==> src/rtl/madv_pkg.sv <==
// madv_pkg: shared opcode/state types and sizing constants for the madv datapath.
package madv_pkg;
    localparam int MADV_MAX_ELEMS = 128;
    localparam int MADV_DATA_W    = 32;

    typedef enum logic [1:0] {
        MADV_OP_LOAD_IN = 2'd0,
        MADV_OP_LOAD_WT = 2'd1,
        MADV_OP_EXEC    = 2'd2
    } madv_op_e;

    typedef enum logic [2:0] {
        SEQ_IDLE,
        SEQ_LOAD,
        SEQ_GAP,
        SEQ_EXEC,
        SEQ_RESP
    } madv_seq_state_e;
endpackage

==> src/rtl/madv_seq_wdog.sv <==
// madv_seq_wdog: EXEC watchdog; expired_o is high on the TIMEOUT-th consecutive enabled cycle.
module madv_seq_wdog #(
    parameter int TIMEOUT = 64
) (
    input  logic clk_i,
    input  logic rst_i,
    input  logic en_i,
    output logic expired_o
);
    localparam int CW = $clog2(TIMEOUT + 1);

    logic [CW-1:0] cnt;

    always_ff @(posedge clk_i or posedge rst_i) begin
        if (rst_i) cnt <= '0;
        else       cnt <= en_i ? cnt + 1'b1 : '0;
    end

    assign expired_o = en_i && cnt == CW'(TIMEOUT - 1);
endmodule

==> src/rtl/madv_seq.sv <==
// madv_seq: command sequencer for the madv int8 dot-product datapath.
// Define MADV_SEQ_TIMEOUT_EN to add the EXEC watchdog (TIMEOUT cycles).
module madv_seq
    import madv_pkg::*;
#(
    parameter int MAX_ELEMS = MADV_MAX_ELEMS,
    parameter int ID_W      = 3,
    parameter int TIMEOUT   = 64
) (
    input  logic                   clk_i,
    input  logic                   rst_i,
    input  logic                   cmd_valid_i,
    output logic                   cmd_ready_o,
    input  logic [1:0]             cmd_op_i,
    input  logic [2:0]             cmd_count_i,
    input  logic [MADV_DATA_W-1:0] cmd_data_i,
    input  logic [ID_W-1:0]        cmd_id_i,
    output logic                   rsp_valid_o,
    input  logic                   rsp_ready_i,
    output logic [MADV_DATA_W-1:0] rsp_data_o,
    output logic [ID_W-1:0]        rsp_id_o,
    output logic                   rsp_err_o,
    output logic                   dp_data_valid_o,
    output logic [11:0]            dp_data_count_o,
    output logic [MADV_DATA_W-1:0] dp_data_o,
    output logic                   dp_is_input_o,
    output logic                   dp_is_weight_o,
    output logic                   dp_execute_o,
    input  logic                   dp_result_valid_i,
    input  logic [MADV_DATA_W-1:0] dp_result_i
);
    madv_seq_state_e state, state_nxt;

    logic [1:0]             op_q;
    logic [2:0]             cnt_q;
    logic [MADV_DATA_W-1:0] data_q;
    logic [ID_W-1:0]        id_q;
    logic [7:0]             in_fill, wt_fill;
    logic [MADV_DATA_W-1:0] rsp_data_q;
    logic                   rsp_err_q;
    logic                   accept, is_load, load_ok, exec_ok, in_load, exec_done, tmo;
    logic [8:0]             tgt_sum;

    assign accept    = cmd_valid_i && state == SEQ_IDLE;
    assign is_load   = cmd_op_i == MADV_OP_LOAD_IN || cmd_op_i == MADV_OP_LOAD_WT;
    assign tgt_sum   = (cmd_op_i == MADV_OP_LOAD_IN ? {1'b0, in_fill} : {1'b0, wt_fill}) + {6'd0, cmd_count_i};
    assign load_ok   = is_load && cmd_count_i != 3'd0 && cmd_count_i <= 3'd4 && tgt_sum <= 9'(MAX_ELEMS);
    assign exec_ok   = cmd_op_i == MADV_OP_EXEC && in_fill == wt_fill && in_fill != 8'd0;
    assign in_load   = state == SEQ_LOAD;
    assign exec_done = state == SEQ_EXEC && (dp_result_valid_i || tmo);

`ifdef MADV_SEQ_TIMEOUT_EN
    madv_seq_wdog #(.TIMEOUT(TIMEOUT)) u_wdog (
        .clk_i     (clk_i),
        .rst_i     (rst_i),
        .en_i      (state == SEQ_EXEC),
        .expired_o (tmo)
    );
`else
    logic timeout_unused;
    assign timeout_unused = TIMEOUT > 0;
    assign tmo = 1'b0;
`endif

    always_ff @(posedge clk_i or posedge rst_i) begin
        if (rst_i) state <= SEQ_IDLE;
        else       state <= state_nxt;
    end

    always_comb begin
        state_nxt = state;
        case (state)
            SEQ_IDLE: if (cmd_valid_i) state_nxt = load_ok ? SEQ_LOAD : exec_ok ? SEQ_EXEC : SEQ_RESP;
            SEQ_LOAD: state_nxt = SEQ_GAP;
            SEQ_GAP:  state_nxt = SEQ_RESP;
            SEQ_EXEC: if (dp_result_valid_i || tmo) state_nxt = SEQ_RESP;
            SEQ_RESP: if (rsp_ready_i) state_nxt = SEQ_IDLE;
            default:  state_nxt = SEQ_IDLE;
        endcase
    end

    always_ff @(posedge clk_i or posedge rst_i) begin
        if (rst_i) begin
            op_q       <= '0;
            cnt_q      <= '0;
            data_q     <= '0;
            id_q       <= '0;
            in_fill    <= '0;
            wt_fill    <= '0;
            rsp_data_q <= '0;
            rsp_err_q  <= 1'b0;
        end else begin
            if (accept) begin
                op_q       <= cmd_op_i;
                cnt_q      <= cmd_count_i;
                data_q     <= cmd_data_i;
                id_q       <= cmd_id_i;
                rsp_data_q <= '0;
                rsp_err_q  <= !(load_ok || exec_ok);
            end
            if (in_load && op_q == MADV_OP_LOAD_IN) in_fill <= in_fill + {5'd0, cnt_q};
            if (in_load && op_q == MADV_OP_LOAD_WT) wt_fill <= wt_fill + {5'd0, cnt_q};
            if (state == SEQ_GAP) rsp_data_q <= {24'd0, op_q == MADV_OP_LOAD_IN ? in_fill : wt_fill};
            // The datapath self-clears its operands on completion, so the fills follow.
            if (exec_done) begin
                in_fill    <= '0;
                wt_fill    <= '0;
                rsp_data_q <= dp_result_valid_i ? dp_result_i : '0;
                rsp_err_q  <= !dp_result_valid_i;
            end
        end
    end

    assign cmd_ready_o     = state == SEQ_IDLE;
    assign rsp_valid_o     = state == SEQ_RESP;
    assign rsp_data_o      = rsp_data_q;
    assign rsp_id_o        = id_q;
    assign rsp_err_o       = rsp_err_q;
    assign dp_data_valid_o = in_load;
    assign dp_data_count_o = in_load ? {9'd0, cnt_q} : '0;
    assign dp_data_o       = in_load ? data_q : '0;
    assign dp_is_input_o   = in_load && op_q == MADV_OP_LOAD_IN;
    assign dp_is_weight_o  = in_load && op_q == MADV_OP_LOAD_WT;
    assign dp_execute_o    = state == SEQ_EXEC;
endmodule

==> config.mk <==
export PLATFORM = sky130hd
export DESIGN_NAME = madv_seq
export DESIGN_NICKNAME = d
export VERILOG_FILES = /design/src/rtl/madv_pkg.sv /design/src/rtl/madv_seq_wdog.sv /design/src/rtl/madv_seq.sv
export SDC_FILE = /design/constraint.sdc
export NUM_CORES = 1
export LEC_CHECK = 0
export CAP_MARGIN = 15
export CORE_UTILIZATION = 41
export CTS_CLUSTER_DIAMETER = 40
export DETAILED_ROUTE_END_ITERATION = 10
export GPL_TIMING_DRIVEN = 0
export PLACE_DENSITY = 0.74
export SLEW_MARGIN = 20
export SYNTH_ARGS = -nofsm -noshare
export SYNTH_HDL_FRONTEND = slang
export SYNTH_SLANG_ARGS = --single-unit
export TNS_END_PERCENT = 5
==> constraint.sdc <==
create_clock -name clk_i -period 2.9 [get_ports clk_i]
set_input_delay 0.435 -clock clk_i [delete_from_list [all_inputs] [get_ports clk_i]]
set_output_delay 0.435 -clock clk_i [all_outputs]
set_load 0.1 [all_outputs]
==> results of run 1 <==
==> worst paths after layout <==
path                                   to  slack (ps)
max                           rsp_valid_o         160
min                               op_q[1]         370
max reg2reg                      state[2]         310
min reg2reg                     data_q[1]         470
max in group asynchronous      in_fill[1]        1860
min in group asynchronous  rsp_data_o[16]         430
==> routing by layer <==
layer	part of all wire, %	up-vias	global-route usage [%]
met3	8.8	18	7.528
met2	47	156	35.53
met5	0	-	0
met4	1.8	0	9.143
met1	43	2007	28.13
li1	-	2027	-
==> cells by family after synthesis <==
group           count (synthesis)  share of synthesized area (%)
simple gates                  231                          22.96
compound gates                 94                          14.30
flops                          92                          48.56
buf+inv                        57                          6.176
xor+xnor                       18                          3.326
fa+ha+maj                      13                          3.906
mux                             3                         0.6862
other cells                     1                        0.07910
==> cell type report <==
type | count | area (um2) | share of cell area [%]
clock buffers | 11 | 252.7 | 3.757
clock inverters | 5 | 35.03 | 0.5207
flip-flops and latches | 92 | 2302 | 34.22
repair buffers | 153 | 1476 | 21.95
inverters | 17 | 68.82 | 1.023
well taps | 140 | 175.2 | 2.604
plain buffers | 40 | 230.2 | 3.422
multi-input cells | 368 | 2187 | 32.51
==> worst min-delay path, cell delays in order <==
cell and delay (ps):
buf_4 130, nand2_1 60, nand2_1 50
==> sequential cells by signal, summed over array words and instances, names as in the netlist <==
register    cells
cnt_q           3
data_q         32
in_fill         8
op_q            2
rsp_data_o     32
rsp_err_o       1
rsp_id_o        3
state           3
wt_fill         8
==> cell usage in the layout, fill, tap and decap left out, types with 14 or more instances in the layout <==
cell type	synthesis	final
a21oi_1	20	20
a22o_1	27	27
and2_1	37	37
buf_4	11	39
clkbuf_1	16	15
clkdlybuf4s50_1	0	113
dfrtp_1	92	92
inv_1	17	16
nand2_1	138	138
nor2_1	14	14
o21ai_0	20	20
==> metrics by stage <==
stage / worst slack (ps) / hold slack, ps / area [um2] / utilization (%) / TNS, ps
final: 162.8 / 368.4 / 6728 / 60.99 / 0
after detailed placement: -658.3 / 454.6 / 6505 / 58.97 / -14800
after global routing: 33.37 / 385.8 / 6728 / 60.99 / 0
after global placement: -1356 / 449.0 / 6472 / 58.68 / -139670
after CTS: -215.8 / 364.0 / 6728 / 60.99 / -215.8
after floorplan: -333.3 / 437.4 / 4776 / - / -3575
==> power by group through the flow <==
stage	registers [uW]	logic (uW)	clock network (uW)
floorplan	2140	1480	0
global placement	1930	2260	0
detailed placement	1950	2320	0
CTS	1930	2330	1150
global route	1980	2550	1210
finish	1930	2320	1130
==> results.md, run 1 <==
- Sw Ratio: 43.01%
- Dpl cells: 810
- EDFF count, synth: 0
- Initial antenna violation count: 0
- Post-CTS sizing: 203
- Worst setup EP type: primary output
- Die Width: 109.5 um
- R2r startpoint: wt_fill[1]
- Final nets: 771
- CTS Buf Count: 9
- Run status: complete, no violations
- Synth area leader: dfrtp_1
- Critical path class: flop to primary output
- Crit-path max cell delay: 1200 ps
- Largest net degree at the start of global routing: 64
- Hold bufs inserted after CTS: 0
- Top Ports: 163
- Count leader, synth: nand2_1
- Pwr Density: 800.2 nW/um2
- Critical path peak fanout: 7
- Clock Path Buffers: 2
- Highest Clock Rate: 0.3653 GHz
- Post-DR vias/cell: 5.094
- Total power: 5384 uW
- Die extent in y: 109.5 um
- DR vias: 4,208
- DR pass1 iterations: 4
- CORE AREA: 11,030 um2
- Top FF cell, synth: dfrtp_1
- Congestion Overflow GR: 0
- Overall die area: 12,000 um2
- Pleak: 0.003176 uW
- Area contributors post-synth: dfrtp_1 (49%), nand2_1 (11%), a22o_1 (5.0%)
- Port bufs: 152
- Crit path DAT: 2300 ps
- Count of final setup violators: 0
- Filler cells: 997
- Share of the synthesized area in the top cell type: 48.56%
- Mapped Area: 4741 um2
- CTS tree: done
- Clock Sinks: 92
- N_diodes: 0
- Critical path buffer and inverter count: 1
- Commonest cells post-synth: nand2_1 (138), dfrtp_1 (92), and2_1 (37)
- Final hold vios: 0
- Psw: 2315 uW
- Gate power share: 43.1%
- Clock Latency Late Sink: 340 ps
- Clock slew at reported path FFs: 60 ps
- CP max-delay cell: clkdlybuf4s50_1
- Layout area overhead: 41.91%
- CTS HTree Levels: 3
- Sequential share of power: 35.9%
- CP delay by family, top: buffers and inverters
- Pint: 3068 uW
- Nature of the critical path startpoint: flop
- RSZ-0062 raised after global routing: no
- Final min period: 2737 ps
- # rows: 38
- Worst rel slew slack: 31.30%
- Total track usage: 22.42%
- Critical Path Stages: 2
- Hold depth: 3
- Period utilisation layout: 94.39%
- Slew Limit Fails: 0
- Vias in the first global route: 4,186
- Wire per inst: 15.59 um
- Worst EP required: 2470 ps
- Layout cells sized above 1: 13.27%
- Initial core utilization: 42.98%
- Sequential area share after synthesis: 48.56%
- Routability cong.: 0.8454
- MaxCap Viol Count: 0
- Avg Cell Area, Syn: 9.314 um2
- Async set-reset flop share out of synthesis: 100.0%
- Yosys warns: 0
- Final wirelength: 12,870 um
- Cell-by-cell listing of the critical path: nor3b_1, clkdlybuf4s50_1
- Hold WC Path Type: input pin to flop
- Syn Inst Count: 509
- Power share of the clock group: 21.0%
- Layout Cells excl Fill: 826
- First-pass GRT wire length: 20,530 um
- Worst Clk Skew: 4.817 ps
- ANT nets after route: 0
- Reg2Reg Depth: 9
- Tightest Pin Transition: 1027 ps
- Worst VDD drop: 0.4875 mV
- Setup crit start: state[2]
- DR iter-0 viols: 215
- Root Buffer Master: clkbuf_16
- DRC Markers: 0
- HP Start: cmd_op_i[1]
- Distinct cells, synth: 53
- DP HPWL: 9543 um
- #FFs+latches synth: 92
- Post-CTS Setup Bufs: 0
(Power assumes the default switching activity.)
==> run 2, diff against run 1 <==
--- a/config.mk
+++ b/config.mk
@@ -6,11 +6,14 @@
 export NUM_CORES = 1
 export LEC_CHECK = 0
 export CAP_MARGIN = 15
+export CORE_ASPECT_RATIO = 0.5
 export CORE_UTILIZATION = 41
 export CTS_CLUSTER_DIAMETER = 40
 export DETAILED_ROUTE_END_ITERATION = 10
 export GPL_TIMING_DRIVEN = 0
+export MAX_ROUTING_LAYER = met4
 export PLACE_DENSITY = 0.74
+export REMOVE_ABC_BUFFERS = 1
 export SLEW_MARGIN = 20
 export SYNTH_ARGS = -nofsm -noshare
 export SYNTH_HDL_FRONTEND = slang
==> run 2 against run 1 <==
  * Via count shrank 1.1%
  * Worst hold slack gained 99 ps
  * Wire length shrank 2.9%
  * Maximum frequency shrank 3.5%
  * Register-to-register slack gained 40 ps
  * Cell count shrank 3.3%
  * Largest cell class unchanged
  * Clock-buffer cell count shrank 2
==> results.md, run 2 (synthesis results as in run 1) <==
- Run status: complete, no violations
- Worst setup EP type: primary output
- Critical path buffer and inverter count: 1
- Reg2Reg Depth: 9
- Initial core utilization: 42.65%
- Tightest Pin Transition: 1004 ps
- # rows: 27
- CP max-delay cell: clkdlybuf4s50_1
- Top Ports: 163
- Die extent in y: 78.04 um
- Root Buffer Master: clkbuf_16
- ANT nets after route: 0
- Worst R2R End: state[2]
- Hold bufs inserted after CTS: 0
- Worst EP required: 2470 ps
- Port bufs: 153
- Worst hold margin: 467.0 ps
- Final hold vios: 0
- CTS Buf Count: 9
- Clock Sinks: 92
- Largest net degree at the start of global routing: 50
- Overall die area: 12,020 um2
- Final wirelength: 12,510 um
- Hold depth: 2
- Worst Clk Skew: 8.326 ps
- Layout cells sized above 1: 12.23%
- Initial antenna violation count: 0
- R2r setup slk: 350 ps
- Highest Clock Rate: 0.3526 GHz
- DP HPWL: 9029 um
- Clock slew at reported path FFs: 60 ps
- Crit path DAT: 2400 ps
- Crit-path max cell delay: 1210 ps
- Met2 usage: 38.59%
- Hold endpoint: data_q[7]
- Nature of the critical path startpoint: flop
- Final worst slack: 64.27 ps
- DR vias: 4,160
- Final nets: 739
- DR iter-0 viols: 316
- Final min period: 2836 ps
- DR pass1 iterations: 4
- Critical path peak fanout: 8
- Layout area overhead: 42.94%
- Grt met3 use: 2.982%
- Dpl cells: 783
- Critical path class: flop to primary output
- RSZ-0062 raised after global routing: yes
- Pwr Density: 811.8 nW/um2
- Most frequent cells in the layout: nand2_1 (137), clkdlybuf4s50_1 (113), dfrtp_1 (92), and2_1 (36), clkdlybuf4s15_2 (34)
- Worst VDD drop: 0.3373 mV
- Layout Cells excl Fill: 799
- Met1 GRT Util: 28.50%
- Place WS: -754.0 ps
- Post-DR vias/cell: 5.207
- First-pass GRT wire length: 21,160 um
- Period utilisation layout: 97.78%
- Clock Latency Late Sink: 350 ps
- Post-CTS Setup Bufs: 0
- Count of final setup violators: 0
- CTS HTree Levels: 3
- Pleak: 0.003077 uW
- DRC Markers: 0
- Cell-by-cell listing of the critical path: nor3_1, clkdlybuf4s50_1
- CTS tree: done
- Vias in the first global route: 4,199
- Congestion Overflow GR: 0
- R2r startpoint: wt_fill[1]
- Hold WC Path Type: flop to flop
- Total track usage: 22.67%
- Wire per inst: 15.65 um
- HP Start: data_q[7]
- Setup_tns: 0 ps
- CORE AREA: 11,110 um2
- N_diodes: 0
- CP delay by family, top: buffers and inverters
- Worst rel slew slack: 32.89%
- Commonest non-fill, non-tap cell in the layout: nand2_1
- Busiest grt layer: met2
- Routability cong.: 0.8518
- Slew Limit Fails: 0
- MaxCap Viol Count: 0
- Clock Path Buffers: 2
- Die Width: 154.1 um
run 2: layout make-up:
class	count	area, um2
Inverter	17	68.82
Clock inverter	7	98.84
Fill cell	953	4338
Timing Repair Buffer	161	1692
Tap cell	145	181.4
Multi-Input combinational cell	368	2208
Clock buffer	9	225.2
Sequential cell	92	2302
run 2: repair_timing:
action                                  4_1_cts  5_1_grt
pin swaps                                     1        0
endpoints found under the setup margin       41       29
resized for setup                           113        7
gates cloned                                  0        0
run 2: layer usage:
layer	share of wire (%)	routed length (um)	up-vias
met5	0	0	-
met1	45	5689	2033
li1	-	-	1985
met4	1.6	206	0
met2	49	6147	121
met3	3.7	462	21
run 2: tightest hold or removal path, delay by kind of cell, from the launching register on:
family | cells | cell delay (ps)
DFF | 1 | 330
and+or+nand+nor | 2 | 100
run 2: worst max path at each step:
| stage | start | endpoint | slack, ps | cells past startpoint |
|---|---|---|---|---|
| 6_report | state[1] | cmd_ready_o | 60 | 2 |
| 5_1_grt | cmd_op_i[1] | state[2] | -60 | 11 |
| 4_1_cts | state[1] | dp_data_o[15] | -230 | 5 |
| 3_5_place_dp | cmd_op_i[1] | state[2] | -750 | 11 |
| 3_3_place_gp | state[1] | dp_is_weight_o | -3600 | 4 |
| 2_1_floorplan | state[1] | wt_fill[4] | -3360 | 6 |
run 2: per-stage QoR:
stage / area [um2] / util [%] / power [uW]
after floorplan: 4542 / - / 3513
after global placement: 6255 / 56.28 / 4082
after detailed placement: 6412 / 57.69 / 4235
after CTS: 6783 / 61.03 / 5523
after global routing: 6777 / 60.97 / 5871
final: 6777 / 60.97 / 5501
run 2: report_power, final:
group	switching [uW]	internal [uW]
Combinational	1430	775
Sequential	369	1650
Clock	520	760
==> run 3, diff against run 2 <==
--- a/config.mk
+++ b/config.mk
@@ -17,5 +17,6 @@
 export SLEW_MARGIN = 20
 export SYNTH_ARGS = -nofsm -noshare
 export SYNTH_HDL_FRONTEND = slang
+export SYNTH_HIERARCHICAL = 1
 export SYNTH_SLANG_ARGS = --single-unit
 export TNS_END_PERCENT = 5
==> results of run 3 <==
Final layout, timing and power as in run 2 (identical DEF).
Main changes from that run: Yosys warning count 0 -> 6
